--- config.mk ---
export PLATFORM = sky130hd
export DESIGN_NAME = mealy_table_fsm
export DESIGN_NICKNAME = d
export VERILOG_FILES = /design/src/rtl/mealy_table_fsm.sv
export SDC_FILE = /design/constraint.sdc
export NUM_CORES = 1
export LEC_CHECK = 0
export ABC_AREA = 0
export BUFFER_PORTS_ARGS = -buffer_cell sky130_fd_sc_hd__buf_2
export CAP_MARGIN = 25
export CORE_ASPECT_RATIO = 0.5
export CORE_UTILIZATION = 56
export CTS_CLUSTER_DIAMETER = 80
export DETAILED_ROUTE_END_ITERATION = 8
export GPL_ROUTABILITY_DRIVEN = 0
export PLACE_DENSITY = 0.83
export SYNTH_ARGS = -nofsm -noshare
export SYNTH_HDL_FRONTEND = slang
export SYNTH_SLANG_ARGS = --single-unit
--- constraint.sdc ---
create_clock -name clk -period 1.8 [get_ports clk]
set_input_delay 0.09 -clock clk [delete_from_list [all_inputs] [get_ports clk]]
set_output_delay 0.09 -clock clk [all_outputs]
set_load 0.01 [all_outputs]
--- src/rtl/mealy_table_fsm.sv ---
`default_nettype none
// ============================================================================
// Module   : mealy_table_fsm
// Brief    : Mealy state machine whose next state and output are read from a
//            runtime-writable table indexed by {state, x}.
// Revision : 1.0 - initial release
// ============================================================================
module mealy_table_fsm #(
  parameter int STATE_W     = 2,
  parameter int IN_W        = 1,
  parameter int OUT_W       = 2,
  parameter int REG_OUT     = 0,
  parameter int RESET_STATE = 0
) (
  input  logic                      clk,
  input  logic                      rst,
  input  logic                      en,
  input  logic [IN_W-1:0]           x,
  input  logic                      cfg_we,
  input  logic [STATE_W+IN_W-1:0]   cfg_addr,
  input  logic [STATE_W-1:0]        cfg_next,
  input  logic [OUT_W-1:0]          cfg_out,
  input  logic                      err_clr,
  output logic [OUT_W-1:0]          y,
  output logic [STATE_W-1:0]        state,
  output logic [STATE_W-1:0]        next_state,
  output logic                      err
);

  localparam int                 ADDR_W    = STATE_W + IN_W;
  localparam int                 DEPTH     = 1 << ADDR_W;
  localparam logic [STATE_W-1:0] RST_STATE = STATE_W'(RESET_STATE);

  logic [DEPTH-1:0]   valid_q;
  logic [STATE_W-1:0] tbl_next_q [DEPTH];
  logic [OUT_W-1:0]   tbl_out_q  [DEPTH];

  logic [STATE_W-1:0] state_q;
  logic [STATE_W-1:0] state_d;
  logic               err_q;
  logic               err_d;

  logic [ADDR_W-1:0]  lut_idx;
  logic               lut_hit;
  logic [OUT_W-1:0]   y_comb;

  assign lut_idx = {state_q, x};
  assign lut_hit = valid_q[lut_idx];

  // Only the valid bits need a reset; stale fields are masked by valid=0.
  always_ff @(posedge clk) begin
    if (rst) begin
      valid_q <= '0;
    end else if (cfg_we) begin
      valid_q[cfg_addr] <= 1'b1;
    end
  end

  always_ff @(posedge clk) begin
    if (cfg_we && !rst) begin
      tbl_next_q[cfg_addr] <= cfg_next;
      tbl_out_q[cfg_addr]  <= cfg_out;
    end
  end

  // State register
  always_ff @(posedge clk) begin
    if (rst) begin
      state_q <= RST_STATE;
      err_q   <= 1'b0;
    end else begin
      if (en) begin
        state_q <= state_d;
      end
      err_q <= err_d;
    end
  end

  // Next-state logic; an invalid lookup on an enabled edge outranks err_clr.
  always_comb begin
    state_d = RST_STATE;
    if (lut_hit) begin
      state_d = tbl_next_q[lut_idx];
    end
    err_d = (en & ~lut_hit) | (err_q & ~err_clr);
  end

  // Output logic
  always_comb begin
    y_comb = '0;
    if (lut_hit) begin
      y_comb = tbl_out_q[lut_idx];
    end
  end

  generate
    if (REG_OUT != 0) begin : g_reg_out
      logic [OUT_W-1:0] y_q;
      always_ff @(posedge clk) begin
        if (rst) begin
          y_q <= '0;
        end else if (en) begin
          y_q <= y_comb;
        end
      end
      assign y = y_q;
    end else begin : g_comb_out
      assign y = y_comb;
    end
  endgenerate

  assign state      = state_q;
  assign next_state = state_d;
  assign err        = err_q;

endmodule
`default_nettype wire

==> flow_metrics.env <==
export IMPL_vdd_drop_max_mv=0.705
export IMPL_synth_fp_nets=112
export IMPL_clockBufferDepth=2
export IMPL_cellPowerDensity_nw_per_um2=893
export IMPL_first_global_vias=909
export IMPL_cp_depth=4
export IMPL_rr_endpoint="state[1]"
export IMPL_ys_types=22
export IMPL_instances_no_fill=166
export IMPL_path_buf_inv=1
export IMPL_critical_path_class="reg -> out"
export IMPL_cts_sinks=43
export IMPL_dp_final_hpwl_mm=2.45
export IMPL_cpLargestDelayFamily="multiplexers"
export IMPL_fin_crit_ns=1.77
export IMPL_die_h_um=41.3
export IMPL_io_buffers=19
export IMPL_grtUsageTotal=0.243
export IMPL_crit_chain="mux4_2, mux2i_4, nor2_1, buf_2"
export IMPL_netlist_top_cells_area="edfxtp_1 (55%), mux4_1 (14%), dfxtp_1 (13%), a21o_1 (3.9%), nor2_1 (2.2%)"
export IMPL_drc=0
export IMPL_wl_mm=3.46
export IMPL_nFillCells=181
export IMPL_drive_above_1_share=0.287
export IMPL_nets=141
export IMPL_holdPathEnd="state[1]"
export IMPL_relSlewSlack=0.632
export IMPL_die_w_um=80.7
export IMPL_antenna_found_initial=0
export IMPL_core_area_um2=2770
export IMPL_initial_core_util=0.627
export IMPL_cp_required_ns=1.71
export IMPL_crit_path_max_incr_delay_ns=0.54
export IMPL_drv_slew=0
export IMPL_startpoint_type="flip-flop"
export IMPL_status="completed"
export IMPL_min_period_over_period=0.985
export IMPL_leakage_nw=0.772
export IMPL_rsz0062_at_grt="false"
export IMPL_finClkSkew_ns=0.00427
export IMPL_hp_class="in -> reg"
export IMPL_cp_max_fo=5
export IMPL_htreeDepth=2
export IMPL_path_clk_slew_ns=0.07
export IMPL_clock_fmax_mhz=564
export IMPL_synth_top_area_share=0.555
export IMPL_fp_dieArea_um2=3330
export IMPL_cts_tree="done"
export IMPL_ant_nets=0
export IMPL_clk_latency_ns=0.29
export IMPL_hold_start="rst"
export IMPL_yosys_area_top_type="edfxtp_1"
export IMPL_rr_startpoint="state[0]"
export IMPL_via_per_inst=5.86
export IMPL_grt_pass1_wl_mm=4.97
export IMPL_cp_end_kind="primary output"
export IMPL_area_delta_synth_final_pct=14.5
export IMPL_syn_area_um2=1730
export IMPL_tns_ns=0
export IMPL_cts_buffers=5
export IMPL_hold_depth=2
export IMPL_ys_ff_latch=43
export IMPL_via_count=973
export IMPL_num_rows=13
export IMPL_drt_iter0_drc=101
export IMPL_reg2regPathDepth=6
export IMPL_rrSetupSlack_ns=0.17
export IMPL_hold_viol=0
export IMPL_grt_ovfl_total=0
export IMPL_synth_cells=99
export IMPL_ys_warn_count=0
export IMPL_worstPathArrival_ns=1.68
export IMPL_slowest_stage="mux4_2"
export IMPL_synth_seq_area_share=0.682
export IMPL_avgRoutedWirePerCell_um=20.8
export IMPL_io_pins=20
export IMPL_synth_avg_cell_area_um2=17.5
export IMPL_max_slew_worst_pin_slew_ns=0.550
export IMPL_root_buffer="clkbuf_8"
export IMPL_drv_cap=0
export IMPL_diodes=0
export IMPL_grt_max_degree=13
export IMPL_setup_viol=0
export IMPL_first_pass_iters=4
export IMPL_dp_cells=156
[synthesized netlist by cell type]
library cell and instances:
edfxtp_1 32, dfxtp_1 11, nor2_1 10, a21o_1 9, mux4_1 9, a21oi_1 3, mux2i_1 3, nand2_1 3
nand2b_1 3, buf_2 2, nand3b_1 2, nor4_1 2, a31o_1 1, buf_6 1, clkbuf_1 1, inv_1 1
mux2i_4 1, mux4_2 1, nand3_1 1, nor2_2 1, nor2b_1 1, nor3b_1 1
[metal layers]
metal / vias up / track usage / wire length, µm
met5: - / 0 / 0
met4: 0 / 0.0938 / 37
met3: 5 / 0.0674 / 213
met2: 32 / 0.426 / 1680
met1: 481 / 0.303 / 1530
li1: 455 / - / -
[cell families after synthesis]
group,count (synthesis),share of synthesized area
muxes,14,0.180
DFF,43,0.682
and+or+nand+nor,24,0.0693
AOI/OAI and AO/OA,13,0.0527
buffers and inverters,5,0.0166
[power breakdown]
| group | internal (mW) | switching [mW] | total, mW |
|---|---|---|---|
| registers | 1.09 | 0.0100 | 1.10 |
| clock network | 0.272 | 0.297 | 0.569 |
| logic | 0.0483 | 0.0571 | 0.105 |
[state kept, by name, indices dropped and copies added (netlist names)]
register,count
tbl_out_q,16
err,1
state,2
valid_q,8
tbl_next_q,16
[per-stage QoR]
stage | cell area [µm²] | setup WS [ns] | power (mW) | utilization | hold WS [ns]
6_report | 1980 | 0.0267 | 1.77 | 0.718 | 0.0488
5_1_grt | 1980 | 0.00112 | 1.83 | 0.718 | 0.0682
4_1_cts | 1970 | 0.00806 | 1.78 | 0.713 | 0.0389
3_5_place_dp | 1890 | 0.173 | 1.22 | 0.682 | 0.348
3_3_place_gp | 1890 | 0.226 | 1.21 | 0.682 | 0.349
2_1_floorplan | 1730 | 0.184 | 1.17 | - | 0.159
[layout make-up]
type                    instances  area (µm²)  share of cell area
multi-input cells              51         519               0.262
clock buffers                   7        76.3              0.0385
inverters                       1        3.75             0.00189
well taps                      37        46.3              0.0233
clock inverters                 1        5.00             0.00252
flip-flops and latches         43        1180               0.596
repair buffers                 26         151              0.0763
[layout by cell type (no fill, tap or decap)]
cell / instances
mux2i_4: 1
clkbuf_8: 5
nor4_1: 2
a21o_1: 9
nand2b_1: 3
clkinv_2: 1
edfxtp_1: 32
clkbuf_1: 2
nor3b_1: 1
nand3_1: 1
buf_4: 6
a31o_1: 1
nor2_1: 10
buf_6: 1
a21oi_1: 3
dfxtp_1: 10
nand3b_1: 2
nor2_2: 1
inv_1: 1
mux4_1: 8
mux2i_1: 3
nor2b_1: 1
buf_2: 19
dfxtp_2: 1
nand2_1: 3
mux4_2: 2
[timing repair]
action                                  CTS  global route
hold buffers                              0             0
endpoints found under the setup margin    4             4
gates resized for setup                   1             2
setup buffers                             1             1
pin swaps                                 0             0
[how the worst max path moves through the flow]
stage	from	to	slack, ns
after floorplan	state[0]	state[0]	0.18
after global placement	state[0]	state[0]	0.23
after detailed placement	state[0]	state[0]	0.17
after CTS	state[0]	y[0]	0.008
after global routing	state[0]	y[0]	0.001
final	state[0]	y[0]	0.03
Note: power is estimated with default switching activity, not from simulation.
